### config.mk
export PLATFORM = sky130hd
export DESIGN_NAME = expansor_vizinhos
export DESIGN_NICKNAME = d
export VERILOG_FILES = /design/src/rtl/expansor_vizinhos.sv
export SDC_FILE = /design/constraint.sdc
export NUM_CORES = 1
export LEC_CHECK = 0
export BUFFER_PORTS_ARGS = -buffer_cell sky130_fd_sc_hd__buf_2
export CAP_MARGIN = 25
export CORE_UTILIZATION = 51
export DETAILED_ROUTE_END_ITERATION = 10
export PLACE_DENSITY = 0.84
export SETUP_SLACK_MARGIN = 0.15
export SKIP_LAST_GASP = 1
export SLEW_MARGIN = 30
export SYNTH_ARGS = -nofsm -noshare
export SYNTH_HDL_FRONTEND = slang
export SYNTH_SLANG_ARGS = --single-unit
export TNS_END_PERCENT = 1
### constraint.sdc
create_clock -name clk -period 2.7 [get_ports clk]
set_input_delay 0.405 -clock clk [delete_from_list [all_inputs] [get_ports clk]]
set_output_delay 0.405 -clock clk [all_outputs]
set_load 0.005 [all_outputs]
### src/rtl/expansor_vizinhos.sv
// expansor_vizinhos: scans the neighbour slots of one graph node, relaxes the
// tentative distance of each open neighbour and emits update/deactivate
// commands for the active-node evaluator.
// Optional feature: define EXPANSOR_CONTADOR_EN to add num_atualizacoes_out,
// the number of updates issued by the most recent expansion.
module expansor_vizinhos #(
  parameter int NUM_NA          = 4,
  parameter int ADR_WIDTH       = $clog2(NUM_NA),
  parameter int DISTANCIA_WIDTH = 5,
  parameter int CUSTO_WIDTH     = 4,
  parameter int MAX_VIZINHOS    = 4,
  localparam int VIZ_WIDTH      = $clog2(MAX_VIZINHOS)
) (
  input  logic                           clk,
  input  logic                           rst_n,
  input  logic                           iniciar_in,
  input  logic [ADR_WIDTH-1:0]           no_atual_in,
  input  logic [DISTANCIA_WIDTH-1:0]     distancia_atual_in,
  output logic [ADR_WIDTH+VIZ_WIDTH-1:0] vizinho_adr_out,
  input  logic                           vizinho_valido_in,
  input  logic [ADR_WIDTH-1:0]           vizinho_endereco_in,
  input  logic [CUSTO_WIDTH-1:0]         vizinho_custo_in,
  output logic [ADR_WIDTH-1:0]           distancia_adr_out,
  input  logic [DISTANCIA_WIDTH-1:0]     distancia_lida_in,
  input  logic                           visitado_in,
  output logic                           atualizar_out,
  output logic                           desativar_out,
  output logic [ADR_WIDTH-1:0]           endereco_out,
  output logic [ADR_WIDTH-1:0]           anterior_out,
  output logic [DISTANCIA_WIDTH-1:0]     distancia_out,
  output logic [CUSTO_WIDTH-1:0]         menor_vizinho_out,
  output logic                           ocupado_out,
  output logic                           pronto_out
`ifdef EXPANSOR_CONTADOR_EN
  ,
  output logic [VIZ_WIDTH:0]             num_atualizacoes_out
`endif
);

  typedef enum logic [2:0] {
    OCIOSO,
    LER_VIZ,
    LER_DIST,
    AVALIAR,
    DESATIVAR,
    FIM
  } estado_t;

  estado_t estado;
  estado_t prox_estado;

  logic [ADR_WIDTH-1:0]       no_atual;
  logic [DISTANCIA_WIDTH-1:0] distancia_atual;
  logic [VIZ_WIDTH-1:0]       slot;
  logic [ADR_WIDTH-1:0]       vizinho;
  logic [CUSTO_WIDTH-1:0]     custo;
  logic [DISTANCIA_WIDTH:0]   soma;
  logic                       ultimo_slot;
  logic                       atualiza;

  // Relaxation test: one extra bit catches overflow of the accumulated distance
  always_comb begin
    soma        = {1'b0, distancia_atual} + (DISTANCIA_WIDTH+1)'(custo);
    ultimo_slot = (slot == VIZ_WIDTH'(MAX_VIZINHOS - 1));
    atualiza    = (estado == AVALIAR) &&
                  !soma[DISTANCIA_WIDTH] &&
                  (soma < {1'b0, distancia_lida_in}) &&
                  !visitado_in &&
                  (vizinho != no_atual);
  end

  // State register
  always_ff @(posedge clk or negedge rst_n) begin
    if (!rst_n) begin
      estado <= OCIOSO;
    end else begin
      estado <= prox_estado;
    end
  end

  // Next-state logic: three cycles per neighbour, scan stops at an empty slot or the last slot
  always_comb begin
    prox_estado = estado;
    case (estado)
      OCIOSO:    if (iniciar_in) prox_estado = LER_VIZ;
      LER_VIZ:   prox_estado = LER_DIST;
      LER_DIST:  prox_estado = vizinho_valido_in ? AVALIAR : DESATIVAR;
      AVALIAR:   prox_estado = ultimo_slot ? DESATIVAR : LER_VIZ;
      DESATIVAR: prox_estado = FIM;
      FIM:       prox_estado = OCIOSO;
      default:   prox_estado = OCIOSO;
    endcase
  end

  // Expansion context: node and distance captured at start, neighbour data captured per slot
  always_ff @(posedge clk or negedge rst_n) begin
    if (!rst_n) begin
      no_atual        <= '0;
      distancia_atual <= '0;
      slot            <= '0;
      vizinho         <= '0;
      custo           <= '0;
    end else begin
      case (estado)
        OCIOSO: begin
          if (iniciar_in) begin
            no_atual        <= no_atual_in;
            distancia_atual <= distancia_atual_in;
            slot            <= '0;
          end
        end
        LER_DIST: begin
          if (vizinho_valido_in) begin
            vizinho <= vizinho_endereco_in;
            custo   <= vizinho_custo_in;
          end
        end
        AVALIAR: begin
          if (!ultimo_slot) begin
            slot <= slot + VIZ_WIDTH'(1);
          end
        end
        default: begin
        end
      endcase
    end
  end

  // Registered command bus: every field returns to zero when no command is pulsed
  always_ff @(posedge clk or negedge rst_n) begin
    if (!rst_n) begin
      atualizar_out     <= 1'b0;
      desativar_out     <= 1'b0;
      endereco_out      <= '0;
      anterior_out      <= '0;
      distancia_out     <= '0;
      menor_vizinho_out <= '0;
    end else begin
      atualizar_out     <= 1'b0;
      desativar_out     <= 1'b0;
      endereco_out      <= '0;
      anterior_out      <= '0;
      distancia_out     <= '0;
      menor_vizinho_out <= '0;
      if (atualiza) begin
        atualizar_out     <= 1'b1;
        endereco_out      <= vizinho;
        anterior_out      <= no_atual;
        distancia_out     <= soma[DISTANCIA_WIDTH-1:0];
        menor_vizinho_out <= custo;
      end else if (estado == DESATIVAR) begin
        desativar_out <= 1'b1;
        endereco_out  <= no_atual;
      end
    end
  end

`ifdef EXPANSOR_CONTADOR_EN
  // Update counter: cleared on start, holds its final value until the next start
  always_ff @(posedge clk or negedge rst_n) begin
    if (!rst_n) begin
      num_atualizacoes_out <= '0;
    end else if (estado == OCIOSO && iniciar_in) begin
      num_atualizacoes_out <= '0;
    end else if (atualiza) begin
      num_atualizacoes_out <= num_atualizacoes_out + (VIZ_WIDTH+1)'(1);
    end
  end
`endif

  // Memory addresses and status flags decoded from the current state
  always_comb begin
    vizinho_adr_out   = {no_atual, slot};
    distancia_adr_out = (estado == LER_DIST) ? vizinho_endereco_in : '0;
    ocupado_out       = (estado != OCIOSO);
    pronto_out        = (estado == FIM);
  end

endmodule

==> reports/qor.txt <==
=====================================================================================================
Crit Path Max Fanout                                                                                5
DIE HEIGHT                                                                                    58.9 um
Run status                                                                                  completed
GRT Resource Usage Total                                                                        0.191
Fraction of the mapped netlist area in compound gates                                          0.0758
Sequential cell area fraction in the yosys report                                               0.500
Final-report hold violation count                                                                   0
Global-route wire length before repair                                                        4.82 mm
Ratio of routed vias to standard cells                                                           5.00
Largest net degree at the start of global routing                                                  34
End-of-flow core utilization                                                                    0.672
Cell Area, Synth                                                                          0.00165 mm2
Post-detailed-routing wire length                                                             3.04 mm
Clock transition time at the flip-flop clock pins of the worst setup and hold paths             90 ps
Peak clock frequency supported by timing                                                      407 MHz
DRT Pass-1 Iters                                                                                    4
Count of unresolved DRC violations after routing                                                    0
Die Span X                                                                                    58.9 um
Cell with the most instances after synthesis                                             sky130_fd_sc_hd__dfrtp_1
Capturing element type of the critical path                                                  register
Power density over cell area                                                              1180 mW/mm2
Parity-gate share of the synthesized area counting xor and xnor cells                          0.0265
Design Power                                                                                0.00242 W
Slack of the worst reg-to-reg path                                                             240 ps
Number of instances in the synthesized netlist                                                    130
Cell Rows                                                                                          20
Max-slew violation count                                                                            0
Routability-driven placement congestion ratio                                                   0.780
Worst-Margin Slew                                                                              716 ps
Worst endpoint required time                                                                  2940 ps
Share of the synthesized area in the top cell type                                              0.500
Top cells by area, synth                                                                 sky130_fd_sc_hd__dfrtp_1, sky130_fd_sc_hd__mux2_2, sky130_fd_sc_hd__ha_1
Basic-gate share of the synthesized area counting and, or, nand and nor cells                   0.176
Synth cell count leaders                                                                 sky130_fd_sc_hd__dfrtp_1, sky130_fd_sc_hd__mux2_2, sky130_fd_sc_hd__ha_1, sky130_fd_sc_hd__inv_1, sky130_fd_sc_hd__nor3b_2
Fill cell total of the finished layout                                                            244
Area used by sequential logic in the layout                                                   826 um2
Net Count, Synth                                                                                  164
Count of antenna diodes in the layout                                                               0
Proportion of synthesized area in mux cells                                                    0.0955
RSZ-0062 raised after global routing                                                             true
Synth Register Bits                                                                                33
Avg Synthesized Cell Area                                                                    12.7 um2
Vias                                                                                             1141
Number of cell instances on the worst register-to-register path                                    10
Reg2reg start                                                                            distancia_atual[0]$_DFFE_PN0P_
Initial antenna violation count                                                                     0
Antenna viol nets, final                                                                            0
Final Setup Violations                                                                              0
Main combinational cell family by area after synthesis                                   simple AND/OR/NAND/NOR gates
Final HPWL from detailed placement                                                            2.31 mm
Net count, final                                                                                  217
Post-synthesis share of cell area spent on full adders, half adders and majority gates         0.0879
Distinct cell type count after synthesis                                                           32
Number of buffers on the longest clock path                                                         2
Initial Utilization                                                                             0.541
Number of buffers added to fix hold violations after cts                                            0
Path type of the worst min-delay path                                                    primary input to async pin
Worst r2r dst                                                                            menor_vizinho_out[0]$_DFF_PN0_
Setup TNS after final layout                                                                     0 ps
Area overhead of the layout relative to synthesis                                               24.2%
Later-pin clock latency in the skew report                                                     320 ps
Total of buffers placed on input and output ports                                                  45
Sinks on Clock Net                                                                                 33
Layout Skew                                                                                   3.50 ps
Final Cycle Share                                                                               0.911
Highest ir drop seen on vdd                                                                  0.746 mV
Grt total ovfl                                                                                      0
Most instantiated flip-flop cell in the synthesis netlist                                sky130_fd_sc_hd__dfrtp_1
CTS Root Cell                                                                            sky130_fd_sc_hd__clkbuf_4
Iteration-0 DRC count of the detailed router                                                       22
Number of max-cap violations                                                                        0
Remaining max-slew budget at the tightest pin                                                   0.522
Number of top-level pins                                                                           46
Vias in the first global route                                                                   1118
Num CTS Buffers                                                                                     5
Area of the multi-input gates                                                                 788 um2
Die area                                                                                  0.00347 mm2
Post-synthesis cell type with the largest combined area                                  sky130_fd_sc_hd__dfrtp_1
Count of warnings emitted by yosys                                                                  0
Type of element launching the critical path                                                  register
Crit path time final                                                                          2460 ps
Proportion of register bits with asynchronous set or reset after synthesis                       1.00
Worst setup path class                                                                   register to register
CTS tree                                                                                          yes
Cell count after placement                                                                        217
Fraction of final layout cells sized beyond drive strength 1                                    0.495
Count of placed standard cells in the final layout, fillers left out                              228
Drt wl/cell                                                                                   13.3 um
Max H-tree Level                                                                                    2
Number of flops mapped to enable cells by yosys                                                     0
Crit path arrival time                                                                        2700 ps
Leak Pwr                                                                                      1.04 nW
Core Region                                                                               0.00305 mm2
=====================================================================================================
## per-stage QoR
stage / instance area [um2] / hold WS (ps) / setup WS (ps)
after floorplan: 1650 / 109 / 233
after global placement: 1920 / 484 / 190
after detailed placement: 1920 / 494 / 84.6
after CTS: 2020 / 140 / 168
after global routing: 2050 / 169 / 107
final: 2050 / 130 / 240
## logic make-up (layout without fill, tap and decap cells)
family | Yosys count | count (layout)
AND/OR/NAND/NOR | 37 | 37
flip-flops | 33 | 33
AO/OA/AOI/OAI | 16 | 16
multiplexers | 14 | 14
buffers and inverters | 14 | 68
adder cells (fa/ha/maj) | 11 | 11
XOR/XNOR | 5 | 5
## report_power, final
part / leakage, nW / internal, W / total (W) / switching, W
sequential: 0.427 / 0.000653 / 0.000819 / 0.000166
clock: 0.0413 / 0.000151 / 0.000305 / 0.000154
combinational: 0.572 / 0.000637 / 0.00129 / 0.000654
## state kept, by name (all words and copies together) (netlist names)
register	flops
desativar_out	1
menor_vizinho_out	4
slot	2
atualizar_out	1
endereco_out	2
anterior_out	2
estado	3
custo	4
distancia_atual	5
vizinho	2
no_atual	2
distancia_out	5
## critical path: stages (launching register included)
cell and delay, ps:
sky130_fd_sc_hd__dfrtp_1 420, sky130_fd_sc_hd__ha_1 230, sky130_fd_sc_hd__fa_2 350, sky130_fd_sc_hd__a21o_1 170
sky130_fd_sc_hd__a21oi_2 140, sky130_fd_sc_hd__xnor2_1 90, sky130_fd_sc_hd__ha_1 220, sky130_fd_sc_hd__a2111oi_4 240
sky130_fd_sc_hd__nand4_4 160, sky130_fd_sc_hd__buf_4 200, sky130_fd_sc_hd__nor3b_2 160
## worst max-delay path by stage
stage | from | endpoint | slack (ps) | depth (start not counted)
after detailed placement | distancia_atual[0]$_DFFE_PN0P_ | endereco_out[1]$_DFF_PN0_ | 80 | 9
after CTS | distancia_atual[0]$_DFFE_PN0P_ | endereco_out[1]$_DFF_PN0_ | 170 | 10
final | distancia_atual[0]$_DFFE_PN0P_ | menor_vizinho_out[0]$_DFF_PN0_ | 240 | 10
after global routing | distancia_atual[0]$_DFFE_PN0P_ | endereco_out[1]$_DFF_PN0_ | 110 | 10
after floorplan | distancia_atual[0]$_DFFE_PN0P_ | distancia_out[2]$_DFF_PN0_ | 230 | 10
after global placement | distancia_atual[0]$_DFFE_PN0P_ | endereco_out[0]$_DFF_PN0_ | 190 | 9
## placed cells by master (no fill, tap or decap), types with 3 or more instances in the layout
cell type and count:
sky130_fd_sc_hd__a21oi_1 4, sky130_fd_sc_hd__and2_1 3, sky130_fd_sc_hd__buf_2 45, sky130_fd_sc_hd__buf_4 4, sky130_fd_sc_hd__clkbuf_4 5, sky130_fd_sc_hd__dfrtp_1 33
sky130_fd_sc_hd__ha_1 10, sky130_fd_sc_hd__inv_1 10, sky130_fd_sc_hd__mux2_2 14, sky130_fd_sc_hd__nand2_1 5, sky130_fd_sc_hd__nor2_1 8, sky130_fd_sc_hd__nor3b_2 11
sky130_fd_sc_hd__xnor2_1 4
## repair_timing
action,in CTS,in global routing
endpoints found under the hold margin,0,0
resized for setup,0,6
endpoints found under the setup margin,12,14
setup buffers,2,1
pin swaps,1,1
## final cells by class
| cell class | count | share of cell area |
|---|---|---|
| clock inverter | 1 | 0.00244 |
| multi-input combinational | 83 | 0.384 |
| tap | 44 | 0.0268 |
| inverter | 10 | 0.0183 |
| sequential | 33 | 0.402 |
| timing repair buffer | 50 | 0.134 |
| clock buffer | 7 | 0.0317 |
## per-layer routing
metal  global-route usage  wire (um)  share of wire  vias to the layer above
met2                0.307       1490           0.49                       30
met5                    0          0              0                        -
met4               0.0918         73          0.024                        0
met3               0.0462        117          0.038                        7
li1                     -          -              -                      563
met1                0.243       1370           0.45                      541
Power figures use the tool's default switching activity.
